$ cat src/rtl/hv_wdg_rsp_ctrl_if.sv
// Signal bundle between the HV watchdog response controller and its OWT rx/tx neighbours.
// The slave modport is the controller side; the master modport drives the frames and the ack.
interface hv_wdg_rsp_ctrl_if;
  logic       i_wdg_en;
  logic       i_owt_rx_frm_vld;
  logic       i_owt_rx_frm_is_wdg;
  logic       i_owt_rx_frm_crc_err;
  logic [1:0] i_wdgtmo_config;
  logic       o_wdg_owt_tx_rsp_req;
  logic       i_owt_tx_wdg_rsp_ack;
  logic [1:0] o_wdg_rsp_status;
  logic       o_wdg_lv_lost;
  logic       o_wdg_crc_err_alarm;
  logic       o_wdg_rsp_ovr;
  logic       o_wdg_tx_stall;

  modport slave (
    input  i_wdg_en, i_owt_rx_frm_vld, i_owt_rx_frm_is_wdg, i_owt_rx_frm_crc_err,
           i_wdgtmo_config, i_owt_tx_wdg_rsp_ack,
    output o_wdg_owt_tx_rsp_req, o_wdg_rsp_status, o_wdg_lv_lost,
           o_wdg_crc_err_alarm, o_wdg_rsp_ovr, o_wdg_tx_stall
  );

  modport master (
    output i_wdg_en, i_owt_rx_frm_vld, i_owt_rx_frm_is_wdg, i_owt_rx_frm_crc_err,
           i_wdgtmo_config, i_owt_tx_wdg_rsp_ack,
    input  o_wdg_owt_tx_rsp_req, o_wdg_rsp_status, o_wdg_lv_lost,
           o_wdg_crc_err_alarm, o_wdg_rsp_ovr, o_wdg_tx_stall
  );
endinterface

$ cat src/rtl/hv_wdg_rsp_ctrl.sv
// HV-side watchdog responder: answers LV refresh frames over OWT, tracks LV loss and CRC errors.
// Optional tx-ack timeout enabled by defining HV_WDG_RSP_ACK_TMO_EN.
module hv_wdg_rsp_ctrl #(
    parameter int WDG_CNT_W   = 16,
    parameter int WDG_TMO_TH0 = 1000,
    parameter int WDG_TMO_TH1 = 2000,
    parameter int WDG_TMO_TH2 = 4000,
    parameter int WDG_TMO_TH3 = 8000,
    parameter int RSP_GAP     = 4,
    parameter int CRC_ERR_TH  = 3,
    parameter int ACK_TMO_TH  = 64
) (
    input logic              i_clk,
    input logic              i_rst,
    hv_wdg_rsp_ctrl_if.slave bus
);

    localparam int CRC_W = $clog2(CRC_ERR_TH + 1);
    localparam logic [WDG_CNT_W-1:0] TMO_LIM0 = WDG_CNT_W'(WDG_TMO_TH0 - 1);
    localparam logic [WDG_CNT_W-1:0] TMO_LIM1 = WDG_CNT_W'(WDG_TMO_TH1 - 1);
    localparam logic [WDG_CNT_W-1:0] TMO_LIM2 = WDG_CNT_W'(WDG_TMO_TH2 - 1);
    localparam logic [WDG_CNT_W-1:0] TMO_LIM3 = WDG_CNT_W'(WDG_TMO_TH3 - 1);
    localparam logic [WDG_CNT_W-1:0] GAP_LAST = WDG_CNT_W'(RSP_GAP - 1);
    localparam logic [CRC_W-1:0]     CRC_SAT  = CRC_W'(CRC_ERR_TH);

    typedef enum logic [1:0] {S_IDLE, S_GAP, S_REQ} state_t;

    state_t               state_q, state_n;
    logic [WDG_CNT_W-1:0] gap_cnt_q, gap_cnt_n;
    logic [WDG_CNT_W-1:0] tmo_cnt_q, tmo_lim;
    logic [CRC_W-1:0]     crc_cnt_q, crc_cnt_n;
    logic                 pend_q, pend_n;
    logic                 req_q, ovr_q, ovr_n, capture;
    logic                 lv_lost_q, alarm_q, lv_seen_q, crc_seen_q;
    logic [1:0]           status_q;
    logic                 en, good, bad, tmo_hit;

    assign en      = bus.i_wdg_en;
    assign good    = en & bus.i_owt_rx_frm_vld & bus.i_owt_rx_frm_is_wdg & ~bus.i_owt_rx_frm_crc_err;
    assign bad     = en & bus.i_owt_rx_frm_vld & bus.i_owt_rx_frm_crc_err;
    assign tmo_hit = (tmo_cnt_q >= tmo_lim);

    always_comb begin
        tmo_lim = TMO_LIM0;
        case (bus.i_wdgtmo_config)
            2'd1:    tmo_lim = TMO_LIM1;
            2'd2:    tmo_lim = TMO_LIM2;
            2'd3:    tmo_lim = TMO_LIM3;
            default: tmo_lim = TMO_LIM0;
        endcase
    end

    always_comb begin
        crc_cnt_n = crc_cnt_q;
        if (good)
            crc_cnt_n = '0;
        else if (bad && crc_cnt_q != CRC_SAT)
            crc_cnt_n = crc_cnt_q + CRC_W'(1);
    end

`ifdef HV_WDG_RSP_ACK_TMO_EN
    localparam logic [WDG_CNT_W-1:0] ACK_LAST = WDG_CNT_W'(ACK_TMO_TH - 1);
    logic [WDG_CNT_W-1:0] ack_cnt_q, ack_cnt_n;
    logic                 stall_q, stall_n;
`endif

    always_comb begin
        state_n   = state_q;
        gap_cnt_n = gap_cnt_q;
        pend_n    = pend_q;
        capture   = 1'b0;
        ovr_n     = good & pend_q;
`ifdef HV_WDG_RSP_ACK_TMO_EN
        ack_cnt_n = ack_cnt_q;
        stall_n   = 1'b0;
`endif
        if (!en) begin
            state_n   = S_IDLE;
            gap_cnt_n = '0;
            pend_n    = 1'b0;
            ovr_n     = 1'b0;
`ifdef HV_WDG_RSP_ACK_TMO_EN
            ack_cnt_n = '0;
`endif
        end else begin
            case (state_q)
                S_IDLE: begin
                    // A parked frame is served first; a new frame arriving now is the overflow case.
                    if (pend_q) begin
                        state_n   = S_GAP;
                        gap_cnt_n = '0;
                        pend_n    = 1'b0;
                    end else if (good) begin
                        state_n   = S_GAP;
                        gap_cnt_n = '0;
                    end
                end
                S_GAP: begin
                    if (good && !pend_q) pend_n = 1'b1;
                    if (gap_cnt_q == GAP_LAST) begin
                        state_n = S_REQ;
                        capture = 1'b1;
`ifdef HV_WDG_RSP_ACK_TMO_EN
                        ack_cnt_n = '0;
`endif
                    end else begin
                        gap_cnt_n = gap_cnt_q + WDG_CNT_W'(1);
                    end
                end
                S_REQ: begin
                    if (good && !pend_q) pend_n = 1'b1;
                    if (bus.i_owt_tx_wdg_rsp_ack) begin
                        state_n = S_IDLE;
`ifdef HV_WDG_RSP_ACK_TMO_EN
                    end else if (ack_cnt_q == ACK_LAST) begin
                        state_n = S_IDLE;
                        stall_n = 1'b1;
                    end else begin
                        ack_cnt_n = ack_cnt_q + WDG_CNT_W'(1);
`endif
                    end
                end
                default: state_n = S_IDLE;
            endcase
        end
    end

    always_ff @(posedge i_clk or posedge i_rst) begin
        if (i_rst) begin
            state_q   <= S_IDLE;
            gap_cnt_q <= '0;
            pend_q    <= 1'b0;
            req_q     <= 1'b0;
            ovr_q     <= 1'b0;
        end else begin
            state_q   <= state_n;
            gap_cnt_q <= gap_cnt_n;
            pend_q    <= pend_n;
            req_q     <= (state_n == S_REQ);
            ovr_q     <= ovr_n;
        end
    end

`ifdef HV_WDG_RSP_ACK_TMO_EN
    always_ff @(posedge i_clk or posedge i_rst) begin
        if (i_rst) begin
            ack_cnt_q <= '0;
            stall_q   <= 1'b0;
        end else begin
            ack_cnt_q <= ack_cnt_n;
            stall_q   <= stall_n;
        end
    end
    assign bus.o_wdg_tx_stall = stall_q;
`else
    assign bus.o_wdg_tx_stall = 1'b0;
`endif

    // Seen-latches snapshot the conditions for the payload, since lv_lost itself
    // clears on the very frame that triggers the response.
    always_ff @(posedge i_clk or posedge i_rst) begin
        if (i_rst) begin
            tmo_cnt_q  <= '0;
            lv_lost_q  <= 1'b0;
            crc_cnt_q  <= '0;
            alarm_q    <= 1'b0;
            lv_seen_q  <= 1'b0;
            crc_seen_q <= 1'b0;
            status_q   <= 2'b00;
        end else if (!en) begin
            tmo_cnt_q  <= '0;
            lv_lost_q  <= 1'b0;
            crc_cnt_q  <= '0;
            alarm_q    <= 1'b0;
            lv_seen_q  <= 1'b0;
            crc_seen_q <= 1'b0;
            status_q   <= 2'b00;
        end else begin
            if (good)
                tmo_cnt_q <= '0;
            else if (!tmo_hit)
                tmo_cnt_q <= tmo_cnt_q + WDG_CNT_W'(1);
            if (good)
                lv_lost_q <= 1'b0;
            else if (tmo_hit)
                lv_lost_q <= 1'b1;
            crc_cnt_q  <= crc_cnt_n;
            alarm_q    <= (crc_cnt_n == CRC_SAT);
            lv_seen_q  <= (lv_seen_q & ~capture) | lv_lost_q;
            crc_seen_q <= (crc_seen_q & ~capture) | bad;
            if (capture)
                status_q <= {lv_seen_q, crc_seen_q};
        end
    end

    assign bus.o_wdg_owt_tx_rsp_req = req_q;
    assign bus.o_wdg_rsp_status     = status_q;
    assign bus.o_wdg_lv_lost        = lv_lost_q;
    assign bus.o_wdg_crc_err_alarm  = alarm_q;
    assign bus.o_wdg_rsp_ovr        = ovr_q;

endmodule

$ cat src/flat_wrapper.sv
// flat-port wrapper written by rule: the top's interface ports become plain ports
module hv_wdg_rsp_ctrl_flat 
#(
    parameter int WDG_CNT_W   = 16,
    parameter int WDG_TMO_TH0 = 1000,
    parameter int WDG_TMO_TH1 = 2000,
    parameter int WDG_TMO_TH2 = 4000,
    parameter int WDG_TMO_TH3 = 8000,
    parameter int RSP_GAP     = 4,
    parameter int CRC_ERR_TH  = 3,
    parameter int ACK_TMO_TH  = 64
)
  (i_clk, i_rst, bus_i_wdg_en, bus_i_owt_rx_frm_vld, bus_i_owt_rx_frm_is_wdg, bus_i_owt_rx_frm_crc_err, bus_i_wdgtmo_config, bus_i_owt_tx_wdg_rsp_ack, bus_o_wdg_owt_tx_rsp_req, bus_o_wdg_rsp_status, bus_o_wdg_lv_lost, bus_o_wdg_crc_err_alarm, bus_o_wdg_rsp_ovr, bus_o_wdg_tx_stall);
  hv_wdg_rsp_ctrl_if bus_i ();
  input logic i_clk;
  input logic i_rst;
  input wire logic [$bits(bus_i.i_wdg_en)-1:0] bus_i_wdg_en;
  input wire logic [$bits(bus_i.i_owt_rx_frm_vld)-1:0] bus_i_owt_rx_frm_vld;
  input wire logic [$bits(bus_i.i_owt_rx_frm_is_wdg)-1:0] bus_i_owt_rx_frm_is_wdg;
  input wire logic [$bits(bus_i.i_owt_rx_frm_crc_err)-1:0] bus_i_owt_rx_frm_crc_err;
  input wire logic [$bits(bus_i.i_wdgtmo_config)-1:0] bus_i_wdgtmo_config;
  input wire logic [$bits(bus_i.i_owt_tx_wdg_rsp_ack)-1:0] bus_i_owt_tx_wdg_rsp_ack;
  output wire logic [$bits(bus_i.o_wdg_owt_tx_rsp_req)-1:0] bus_o_wdg_owt_tx_rsp_req;
  output wire logic [$bits(bus_i.o_wdg_rsp_status)-1:0] bus_o_wdg_rsp_status;
  output wire logic [$bits(bus_i.o_wdg_lv_lost)-1:0] bus_o_wdg_lv_lost;
  output wire logic [$bits(bus_i.o_wdg_crc_err_alarm)-1:0] bus_o_wdg_crc_err_alarm;
  output wire logic [$bits(bus_i.o_wdg_rsp_ovr)-1:0] bus_o_wdg_rsp_ovr;
  output wire logic [$bits(bus_i.o_wdg_tx_stall)-1:0] bus_o_wdg_tx_stall;
  assign bus_i.i_wdg_en = bus_i_wdg_en;
  assign bus_i.i_owt_rx_frm_vld = bus_i_owt_rx_frm_vld;
  assign bus_i.i_owt_rx_frm_is_wdg = bus_i_owt_rx_frm_is_wdg;
  assign bus_i.i_owt_rx_frm_crc_err = bus_i_owt_rx_frm_crc_err;
  assign bus_i.i_wdgtmo_config = bus_i_wdgtmo_config;
  assign bus_i.i_owt_tx_wdg_rsp_ack = bus_i_owt_tx_wdg_rsp_ack;
  assign bus_o_wdg_owt_tx_rsp_req = bus_i.o_wdg_owt_tx_rsp_req;
  assign bus_o_wdg_rsp_status = bus_i.o_wdg_rsp_status;
  assign bus_o_wdg_lv_lost = bus_i.o_wdg_lv_lost;
  assign bus_o_wdg_crc_err_alarm = bus_i.o_wdg_crc_err_alarm;
  assign bus_o_wdg_rsp_ovr = bus_i.o_wdg_rsp_ovr;
  assign bus_o_wdg_tx_stall = bus_i.o_wdg_tx_stall;
  hv_wdg_rsp_ctrl #(.WDG_CNT_W(WDG_CNT_W), .WDG_TMO_TH0(WDG_TMO_TH0), .WDG_TMO_TH1(WDG_TMO_TH1), .WDG_TMO_TH2(WDG_TMO_TH2), .WDG_TMO_TH3(WDG_TMO_TH3), .RSP_GAP(RSP_GAP), .CRC_ERR_TH(CRC_ERR_TH), .ACK_TMO_TH(ACK_TMO_TH)) u_core (.i_clk(i_clk), .i_rst(i_rst), .bus(bus_i));
endmodule
$ cat config.mk
export PLATFORM = sky130hd
export DESIGN_NAME = hv_wdg_rsp_ctrl_flat
export DESIGN_NICKNAME = d
export VERILOG_FILES = /design/src/rtl/hv_wdg_rsp_ctrl_if.sv /design/src/rtl/hv_wdg_rsp_ctrl.sv /design/src/flat_wrapper.sv
export SDC_FILE = /design/constraint.sdc
export NUM_CORES = 1
export LEC_CHECK = 0
export ABC_AREA = 1
export BUFFER_PORTS_ARGS = -buffer_cell sky130_fd_sc_hd__buf_2
export CORE_MARGIN = 2
export CORE_UTILIZATION = 45
export DETAILED_ROUTE_END_ITERATION = 8
export PLACE_DENSITY = 0.64
export SLEW_MARGIN = 0
export SYNTH_ARGS = -nofsm -noshare
export SYNTH_HDL_FRONTEND = slang
export SYNTH_SLANG_ARGS = --single-unit
$ cat constraint.sdc
create_clock -name i_clk -period 1.9 [get_ports i_clk]
set_input_delay 0.285 -clock i_clk [delete_from_list [all_inputs] [get_ports i_clk]]
set_output_delay 0.285 -clock i_clk [all_outputs]
set_load 0.05 [all_outputs]
==> results.yml, run 1 <==
power:
  vdd_ir_drop_max_uv: 314
  power.sequential.fraction_pct: 54.3
  total_switching_power_uw: 508
  p_clk_share_pct: 35.1
  comb_power_share_pct: 10.7
  pwr_density_cell_nw_per_um2: 513
  totalPowerFinal_mw: 1.80
  power.leakage_nw: 1.82
  p_int_mw: 1.29
  power.switching_fraction_pct: 28.2
global_routing:
  global_route_wire_length_before_repair_microns: 12300
  grt_antenna_before_repair: 0
  grt_remaining_overflow: 0
  grt_use_met3_pct: 3.79
  grt_total_usage_pct: 20.4
  first_global_vias: 2685
  busiest_layer_in_global_routing: "met2"
  global_route.usage.met2_pct: 33.3
  grt.met1_usage_pct: 26.4
  maximum_number_of_pins_on_one_net_before_global_route_repair: 17
timing:
  setup_violations: 0
  final_slew_violations: 0
  finalHoldWorstSlack_ns: 0.252
  fin_tns_setup_ns: 0
  maxClockFrequency_ghz: 0.569
  min_period_ns: 1.76
  max-slew-margin-rel_pct: 67.0
  worstMarginPinSlew_ns: 0.492
  rsz0062_at_grt: "no"
  final_hold_vio_count: 0
  fin_crit_sh_pct: 92.4
  worst_clock_skew_ns: 0.00769
floorplan:
  ios: 16
  effective_utilization_at_floorplan_pct: 46.5
  core_area_sq_um: 6760
  die_width_microns: 87.5
  num_rows: 30
  vert_die_dim_microns: 87.5
  design.die.area_sq_um: 7660
clock_tree:
  number_of_sinks_driven_by_the_clock_tree: 45
  numCtsBuffers: 5
  post_cts_resize_count: 0
  clockRootBuffer: "clkbuf_8"
  tritoncts: "done"
  clock_insertion_delay_worst_skew_ns: 0.31
  worst_setup_hold_path_clk_slew_ns: 0.10
  cts.htree.levels: 2
  cts_max_path_buffers: 2
yosys:
  synth_seq_area_share_pct: 35.9
  synthesis.nets: 468
  synthDominantAreaCellType: "dfrtp_1"
  synth.cell_area_sq_um: 3140
  syn-mean-instance-area_sq_um: 7.12
  proportion_of_synthesized_flip_flops_having_asynchronous_set_or_reset_pct: 100
  synth.top_cell.area_share_pct: 35.9
  number_of_distinct_library_cell_variants_in_the_gate_level_netlist_after_synthesis: 37
  flip_flop_and_latch_count_after_synthesis: 45
  ys_top_cells_by_area: "dfrtp_1, nand2_1, nand3_1"
  post_synth_inst_count: 441
  synth-warning-count: 0
  synthFlopType: "dfrtp_1"
  number_of_synthesized_flops_with_an_enable_pin: 0
critical_path:
  timing.critical_path.cells: "ha_1 -> nand2_1 -> nor2_1 -> or2_2 -> o21ai_0 -> nor3_1 -> nand2_1 -> nand2_1"
  critical_path_source: "u_core.tmo_cnt_q[0]"
  regToRegStartpoint: "u_core.tmo_cnt_q[0]"
  critical_path.endpoint_type: "register"
  worst-r2r-setup-slack_ns: 0.14
  crit_path_max_incr_delay_ns: 0.40
  r2r_endpoint: "u_core.tmo_cnt_q[4]"
  worstSetupPathDepth: 8
  crit_slowest_cell: "dfrtp_1"
  setup.worst_path.class: "reg -> reg"
  critical_path.most_common_cell: "nand2_1"
  critPathTopFamily: "simple AND/OR/NAND/NOR gates"
  critPathBufInv: 0
  number_of_cells_on_the_worst_reg_to_reg_path: 8
  timing.critical_path.from_type: "register"
  arrival_ns: 2.01
  cp.required_ns: 2.16
  critical_path_fanout_max: 5
min_path:
  timing.hold.worst.start: "bus_i_owt_rx_frm_crc_err"
  min_path_cells: 3
  hold_path.class: "in -> reg"
  hold_end: "u_core.crc_seen_q"
drt:
  route.vias.total: 2838
  drc_errors: 0
  avgRoutedWirePerCell_microns: 12.8
  totalWireLength_microns: 7130
  via_per_inst: 5.10
  drtIter0Drc: 97
  detail-route-antenna-nets: 0
  detail_route.first_pass.iterations: 4
layout:
  area.growth.synth_to_final_pct: 11.9
  drive_above_1_share_pct: 15.3
  antenna-diode-count: 0
  finish.utilization_pct: 52.0
  finalNetCount: 502
  fillerInstances: 696
  layout.cell_area.non_filler_sq_um: 3510
placement:
  dp.final_hpwl_microns: 5520
  numPortBuffers: 14
  place.gp.congestion: 0.884
  postPlaceCellArea_sq_um: 3380
job:
  drv.max_cap_violation_count: 0
status:
  result_of_the_run: "completed"
-- layout by cell type (no fill, tap or decap), drive strengths merged --
master	netlist	routed
nand4	15	15
nor3	6	6
buf	10	37
nor4	2	2
nand3b	4	4
xor2	1	1
clkinvlp	0	3
nor2	61	61
or2	2	2
o22ai	1	1
ha	18	18
clkbuf	1	5
nor3b	1	1
o21ai	23	23
dlygate4sd3	0	1
a21o	3	3
inv	58	58
dfrtp	45	45
nand2	126	126
a21oi	8	8
clkinv	1	1
xnor2	2	2
nand3	52	52
conb	1	1
-- worst max-delay path by stage --
stage,to,slack (ns)
after floorplan,u_core.tmo_cnt_q[11],0.22
after global placement,u_core.tmo_cnt_q[11],-0.02
after detailed placement,u_core.tmo_cnt_q[8],-0.07
after CTS,u_core.gap_cnt_q[10],0.15
after global routing,u_core.tmo_cnt_q[8],0.005
final,u_core.tmo_cnt_q[4],0.14
-- flip-flops by register name, indices dropped and copies added (netlist names) --
name and cells:
u_core.gap_cnt_q 16, u_core.bus.o_wdg_lv_lost 1, u_core.bus.o_wdg_crc_err_alarm 1, u_core.crc_seen_q 1, u_core.state_q 2, u_core.bus.o_wdg_rsp_ovr 1
u_core.bus.o_wdg_owt_tx_rsp_req 1, u_core.lv_seen_q 1, u_core.crc_cnt_q 2, u_core.pend_q 1, u_core.tmo_cnt_q 16, u_core.bus.o_wdg_rsp_status 2
-- area by class of cell --
cell class                      count  area (sq um)  share of cell area [%]
Clock inverter                      3          22.5                   0.641
Multi-Input combinational cell    326          1700                    48.3
Timing Repair Buffer               38           278                    7.91
Tap cell                           80           100                    2.85
Inverter                           59           221                    6.30
Sequential cell                    45          1130                    32.1
Clock buffer                        5          68.8                    1.96
-- routing by layer --
| layer | vias up | part of all wire [%] |
|---|---|---|
| met5 | - | 0 |
| met1 | 1302 | 45 |
| met3 | 18 | 3.0 |
| met2 | 42 | 49 |
| met4 | 0 | 2.6 |
| li1 | 1476 | - |
-- repair_timing --
action	CTS	global route
setup buffers	0	3
hold endpoints to repair	13	0
setup endpoints to repair	0	5
hold buffers	1	0
-- cell usage after synthesis (2+ instances only) --
library cell and instances:
nand2_1 121, inv_1 55, nor2_1 55, nand3_1 49, dfrtp_1 45, ha_1 18, nand4_1 15, o21ai_1 9
o21ai_0 8, a21oi_1 7, buf_6 6, nor3_1 6, o21ai_2 6, nand2_2 4, a21o_1 3, inv_2 3
nand3b_1 3, nor2_2 3, buf_4 2, nand3_2 2, nor2_4 2, nor4_1 2, or2_2 2, xnor2_1 2
-- power groups by stage --
| stage | logic [mW] | clock network [mW] | registers, mW |
|---|---|---|---|
| 2_1_floorplan | 0.131 | 0 | 0.996 |
| 3_3_place_gp | 0.176 | 0 | 0.996 |
| 3_5_place_dp | 0.180 | 0 | 0.997 |
| 4_1_cts | 0.182 | 0.640 | 0.978 |
| 5_1_grt | 0.217 | 0.691 | 0.980 |
| 6_report | 0.192 | 0.632 | 0.978 |
-- worst reg2reg max path, stage by stage, from the launching register on --
cell,delay (ns)
dfrtp_1,0.40
ha_1,0.27
nand2_1,0.14
nor2_1,0.36
or2_2,0.18
o21ai_0,0.07
nor3_1,0.15
nand2_1,0.07
nand2_1,0.05
-- stage by stage --
stage | worst slack, ns | std cells
after floorplan | 0.221 | 441
after global placement | -0.0230 | 544
after detailed placement | -0.0745 | 544
after CTS | 0.155 | 553
after global routing | 0.00461 | 556
final | 0.144 | 556
-- cell families (layout without fill, tap and decap cells) --
family | after synthesis | in the layout | synth area share [%]
fa+ha+maj | 18 | 18 | 7.17
flops | 45 | 45 | 35.9
buf+inv | 70 | 105 | 10.1
simple gates | 269 | 269 | 39.2
compound gates | 35 | 35 | 6.70
xor+xnor | 3 | 3 | 0.837
other cells | 1 | 1 | 0.119
Power figures use the tool's default switching activity.
==> run 2: changes to the inputs <==
- PLACE_DENSITY: 0.64 -> 0.65
==> results.yml, run 2 (synthesis results as in run 1) <==
status:
  result_of_the_run: "completed"
global_routing:
  grt_total_usage_pct: 20.2
  busiest_layer_in_global_routing: "met2"
  grt_use_met3_pct: 3.41
  grt.met1_usage_pct: 28.5
  global_route.usage.met2_pct: 32.2
  global_route_wire_length_before_repair_microns: 12300
  first_global_vias: 2638
  maximum_number_of_pins_on_one_net_before_global_route_repair: 31
  grt_antenna_before_repair: 0
  grt_remaining_overflow: 0
drt:
  totalWireLength_microns: 7200
  drtIter0Drc: 157
  detail-route-antenna-nets: 0
  drc_errors: 0
  via_per_inst: 5.22
  detail_route.first_pass.iterations: 4
  route.vias.total: 2906
  avgRoutedWirePerCell_microns: 12.9
critical_path:
  critPathTopFamily: "simple AND/OR/NAND/NOR gates"
  critical_path_source: "u_core.state_q[0]"
  worst-r2r-setup-slack_ns: 0.17
  timing.critical_path.from_type: "register"
  critPathBufInv: 3
  arrival_ns: 1.93
  setup.worst_path.end: "u_core.gap_cnt_q[3]"
  critical_path.endpoint_type: "register"
  setup.worst_path.class: "reg -> reg"
  timing.critical_path.cells: "inv_1 -> ha_1 -> inv_1 -> nand3_1 -> nand3_4 -> buf_12 -> nand2_1 -> o21ai_2"
  critical_path_fanout_max: 14
  cp.required_ns: 2.10
  r2r_endpoint: "u_core.gap_cnt_q[3]"
  crit_slowest_cell: "dfrtp_1"
  critical_path.most_common_cell: "inv_1"
  regToRegStartpoint: "u_core.state_q[0]"
  number_of_cells_on_the_worst_reg_to_reg_path: 8
  crit_path_max_incr_delay_ns: 0.43
  worstSetupPathDepth: 8
timing:
  fin_crit_sh_pct: 91.0
  setup_violations: 0
  worst_clock_skew_ns: 0.00778
  worstMarginPinSlew_ns: 0.626
  finalHoldWorstSlack_ns: 0.0451
  final_hold_vio_count: 0
  min_period_ns: 1.73
  max-slew-margin-rel_pct: 58.2
  rsz0062_at_grt: "no"
  final_slew_violations: 0
  maxClockFrequency_ghz: 0.578
placement:
  place.gp.congestion: 0.891
  numPortBuffers: 14
  dp.final_hpwl_microns: 5530
power:
  pwr_density_cell_nw_per_um2: 514
  power.leakage_nw: 1.83
  totalPowerFinal_mw: 1.80
  vdd_ir_drop_max_uv: 266
floorplan:
  num_rows: 30
  design.die.area_sq_um: 7660
  core_area_sq_um: 6760
  effective_utilization_at_floorplan_pct: 46.5
  ios: 16
  die_width_microns: 87.5
  vert_die_dim_microns: 87.5
job:
  drv.max_cap_violation_count: 0
min_path:
  hold_path.class: "in -> async"
clock_tree:
  clock_insertion_delay_worst_skew_ns: 0.31
  number_of_sinks_driven_by_the_clock_tree: 45
  worst_setup_hold_path_clk_slew_ns: 0.10
  numCtsBuffers: 5
  post_cts_hold_buffer_count: 0
  tritoncts: "done"
  cts_max_path_buffers: 2
  cts.htree.levels: 2
  clockRootBuffer: "clkbuf_8"
  post_cts_resize_count: 0
  postCtsSetupBuffers: 0
layout:
  finalNetCount: 503
  drive_above_1_share_pct: 15.7
  antenna-diode-count: 0
  final_cell_mix: "nand2_1, nor2_1, inv_1, nand3_1, dfrtp_1"
  top_regs: "u_core.gap_cnt_q x16, u_core.tmo_cnt_q x16"
  finish.utilization_pct: 51.9
  area_taken_by_multi_input_logic_gates_sq_um: 1700
  area.growth.synth_to_final_pct: 11.8
  final_common_cell: "nand2_1"
  seq_area_sq_um: 1130
  fillerInstances: 689
[run 2: worst min path at each step]
stage / start / endpoint / slack (ns) / cells after the start
final: i_rst / u_core.tmo_cnt_q[1] / 0.05 / 2
after global routing: i_rst / u_core.crc_cnt_q[1] / 0.09 / 2
after CTS: i_rst / u_core.crc_cnt_q[1] / 0.07 / 2
after detailed placement: i_rst / u_core.crc_cnt_q[1] / 0.41 / 2
after global placement: i_rst / u_core.crc_cnt_q[1] / 0.39 / 2
after floorplan: bus_i_owt_rx_frm_crc_err / u_core.crc_seen_q / 0.45 / 2
[run 2: cell type report]
| type | count | share of cell area [%] |
|---|---|---|
| well taps | 80 | 2.85 |
| inverters | 59 | 6.31 |
| repair buffers | 39 | 7.70 |
| flip-flops and latches | 45 | 32.1 |
| multi-input cells | 326 | 48.4 |
| clock inverters | 3 | 0.713 |
| clock buffers | 5 | 1.96 |
[run 2: per-stage QoR]
step,TNS (ns),worst slack (ns),cells,cell area (sq um)
final,0,0.171,557,3510
after global routing,0,0.0256,557,3510
after CTS,0,0.167,557,3510
after detailed placement,-0.624,-0.0799,549,3410
after global placement,-0.134,-0.0215,549,3410
after floorplan,0,0.221,441,3140
[run 2: worst reg2reg max path, delay by kind of cell, from the launching register on]
family                     cells  cell delay [ns]
adders and majority gates      1             0.27
AOI/OAI and AO/OA              1             0.05
and+or+nand+nor                3             0.44
buffers and inverters          3             0.43
DFF                            1             0.43
[run 2: power breakdown]
part / leakage (nW) / total (mW) / internal, mW / switching, mW
Sequential: 0.625 / 0.978 / 0.968 / 0.00958
Clock: 0.0447 / 0.643 / 0.266 / 0.377
Combinational: 1.16 / 0.181 / 0.0593 / 0.122
Total: 1.83 / 1.80 / 1.29 / 0.509
[run 2: routing by layer]
layer  wire (microns)  share of wire [%]
met2             3340                 46
met3              335                4.7
met1             3430                 48
met4              102                1.4
met5                0                  0
==> run 3: changes to the inputs <==
- clock period: 1.9 -> 1.8 ns (I/O delays scaled with it)
==> results.yml, run 3 (synthesis results as in run 1) <==
status:
  result_of_the_run: "completed"
critical_path:
  critical_path_fanout_max: 8
  crit_slowest_cell: "dfrtp_1"
  cp.required_ns: 1.99
  critical_path.endpoint_type: "register"
  crit_path_max_incr_delay_ns: 0.42
  timing.critical_path.cells: "ha_1 -> a21o_1 -> nor2_1 -> nand2_1 -> nand2_1 -> nand2_4 -> buf_4 -> nand3_1 -> nand2_1"
  arrival_ns: 1.87
  setup.worst_path.class: "reg -> reg"
  critical_path.most_common_cell: "nand2_1"
  timing.critical_path.from_type: "register"
clock_tree:
  number_of_sinks_driven_by_the_clock_tree: 45
  numCtsBuffers: 5
  cts.htree.levels: 2
  tritoncts: "done"
  worst_setup_hold_path_clk_slew_ns: 0.09
  clockRootBuffer: "clkbuf_8"
  clock_insertion_delay_worst_skew_ns: 0.30
  cts_max_path_buffers: 2
  postCtsSetupBuffers: 0
drt:
  detail_route.first_pass.iterations: 4
  totalWireLength_microns: 7050
  drtIter0Drc: 154
  avgRoutedWirePerCell_microns: 12.6
  route.vias.total: 2813
  detail-route-antenna-nets: 0
  via_per_inst: 5.01
  drc_errors: 0
timing:
  worst_clock_skew_ns: 0.00479
  worstMarginPinSlew_ns: 0.547
  setup_ws_ns: 0.128
  maxClockFrequency_ghz: 0.598
  setup_violations: 0
  rsz0062_at_grt: "no"
  max-slew-margin-rel_pct: 63.2
  final_slew_violations: 0
  min_period_ns: 1.67
  final_hold_vio_count: 0
  fin_crit_sh_pct: 92.9
placement:
  placedCellCount: 552
  place_worst_setup_slack_ns: -0.167
  numPortBuffers: 14
  dp.final_hpwl_microns: 5460
  place.gp.congestion: 0.866
job:
  drv.max_cap_violation_count: 0
global_routing:
  first_global_vias: 2548
  grt_total_usage_pct: 19.7
  maximum_number_of_pins_on_one_net_before_global_route_repair: 21
  grt_antenna_before_repair: 0
  global_route_wire_length_before_repair_microns: 12000
  grt_remaining_overflow: 0
layout:
  drive_above_1_share_pct: 16.4
  final_cell_mix: "nand2_1, inv_1, nor2_1, nand3_1, dfrtp_1"
  area.growth.synth_to_final_pct: 13.7
  fillerInstances: 678
  antenna-diode-count: 0
  final_common_cell: "nand2_1"
  finalNetCount: 507
  layout.cells.non_filler: 561
  top_regs: "u_core.gap_cnt_q x16, u_core.tmo_cnt_q x16"
floorplan:
  vert_die_dim_microns: 87.5
  die_width_microns: 87.5
  core_area_sq_um: 6760
  design.die.area_sq_um: 7660
  ios: 16
  effective_utilization_at_floorplan_pct: 46.5
  num_rows: 30
power:
  totalPowerFinal_mw: 2.00
  power.leakage_nw: 1.86
  vdd_ir_drop_max_uv: 394
  pwr_density_cell_nw_per_um2: 561
min_path:
  hold_path.class: "in -> reg"
==> run 3: final timing paths <==
path                                           from                    to  slack, ns  cells past startpoint
max in group asynchronous                     i_rst   u_core.gap_cnt_q[1]       0.68                      4
hold / removal             bus_i_owt_rx_frm_crc_err     u_core.crc_seen_q       0.27                      3
setup reg to reg                u_core.tmo_cnt_q[7]   u_core.tmo_cnt_q[8]       0.13                      9
setup / recovery                u_core.tmo_cnt_q[7]   u_core.tmo_cnt_q[8]       0.13                      9
hold reg to reg                u_core.tmo_cnt_q[14]  u_core.tmo_cnt_q[14]       0.50                      2
min in group asynchronous                     i_rst   u_core.tmo_cnt_q[7]       0.52                      3
==> run 3: per-stage QoR <==
step / area, sq um / TNS (ns) / hold WS (ns) / util, %
finish: 3570 / 0 / 0.271 / 52.8
global route: 3570 / 0 / 0.279 / 52.8
CTS: 3550 / 0 / 0.255 / 52.5
detailed placement: 3420 / -1.70 / 0.284 / 50.7
global placement: 3420 / -1.14 / 0.281 / 50.7
floorplan: 3140 / 0 / 0.438 / -
==> run 3: what timing repair did <==
item / in CTS / in global routing
gates resized for setup: 0 / 5
setup endpoints to repair: 0 / 14
hold buffers: 1 / 0
hold endpoints to repair: 18 / 0
==> run 3: per-layer routing <==
layer,GRT usage [%],routed length [microns],up-vias
met5,0,0,-
met4,4.06,20,0
met3,3.03,137,2
met2,32.4,3380,30
met1,27.7,3520,1293
li1,-,-,1488
==> run 3: cell type report <==
class | instances | area (sq um) | share of cell area [%]
Tap cell | 80 | 100 | 2.81
Inverter | 59 | 221 | 6.21
Sequential cell | 45 | 1130 | 31.6
Timing Repair Buffer | 43 | 290 | 8.13
Clock buffer | 6 | 72.6 | 2.03
Multi-Input combinational cell | 326 | 1720 | 48.2
Clock inverter | 2 | 38.8 | 1.09
==> run 3: report_power, final <==
| group | total, mW | switching, mW | internal [mW] |
|---|---|---|---|
| registers | 1.03 | 0.0105 | 1.02 |
| clock network | 0.779 | 0.361 | 0.417 |
| logic | 0.192 | 0.129 | 0.0630 |
| total | 2.00 | 0.501 | 1.50 |
==> run 3: critical path, delay by kind of cell, from the launching register on <==
family                   cells  cell delay (ns)
AND/OR/NAND/NOR              6             0.49
adder cells (fa/ha/maj)      1             0.30
buffers and inverters        1             0.17
AO/OA/AOI/OAI                1             0.19
flip-flops                   1             0.42
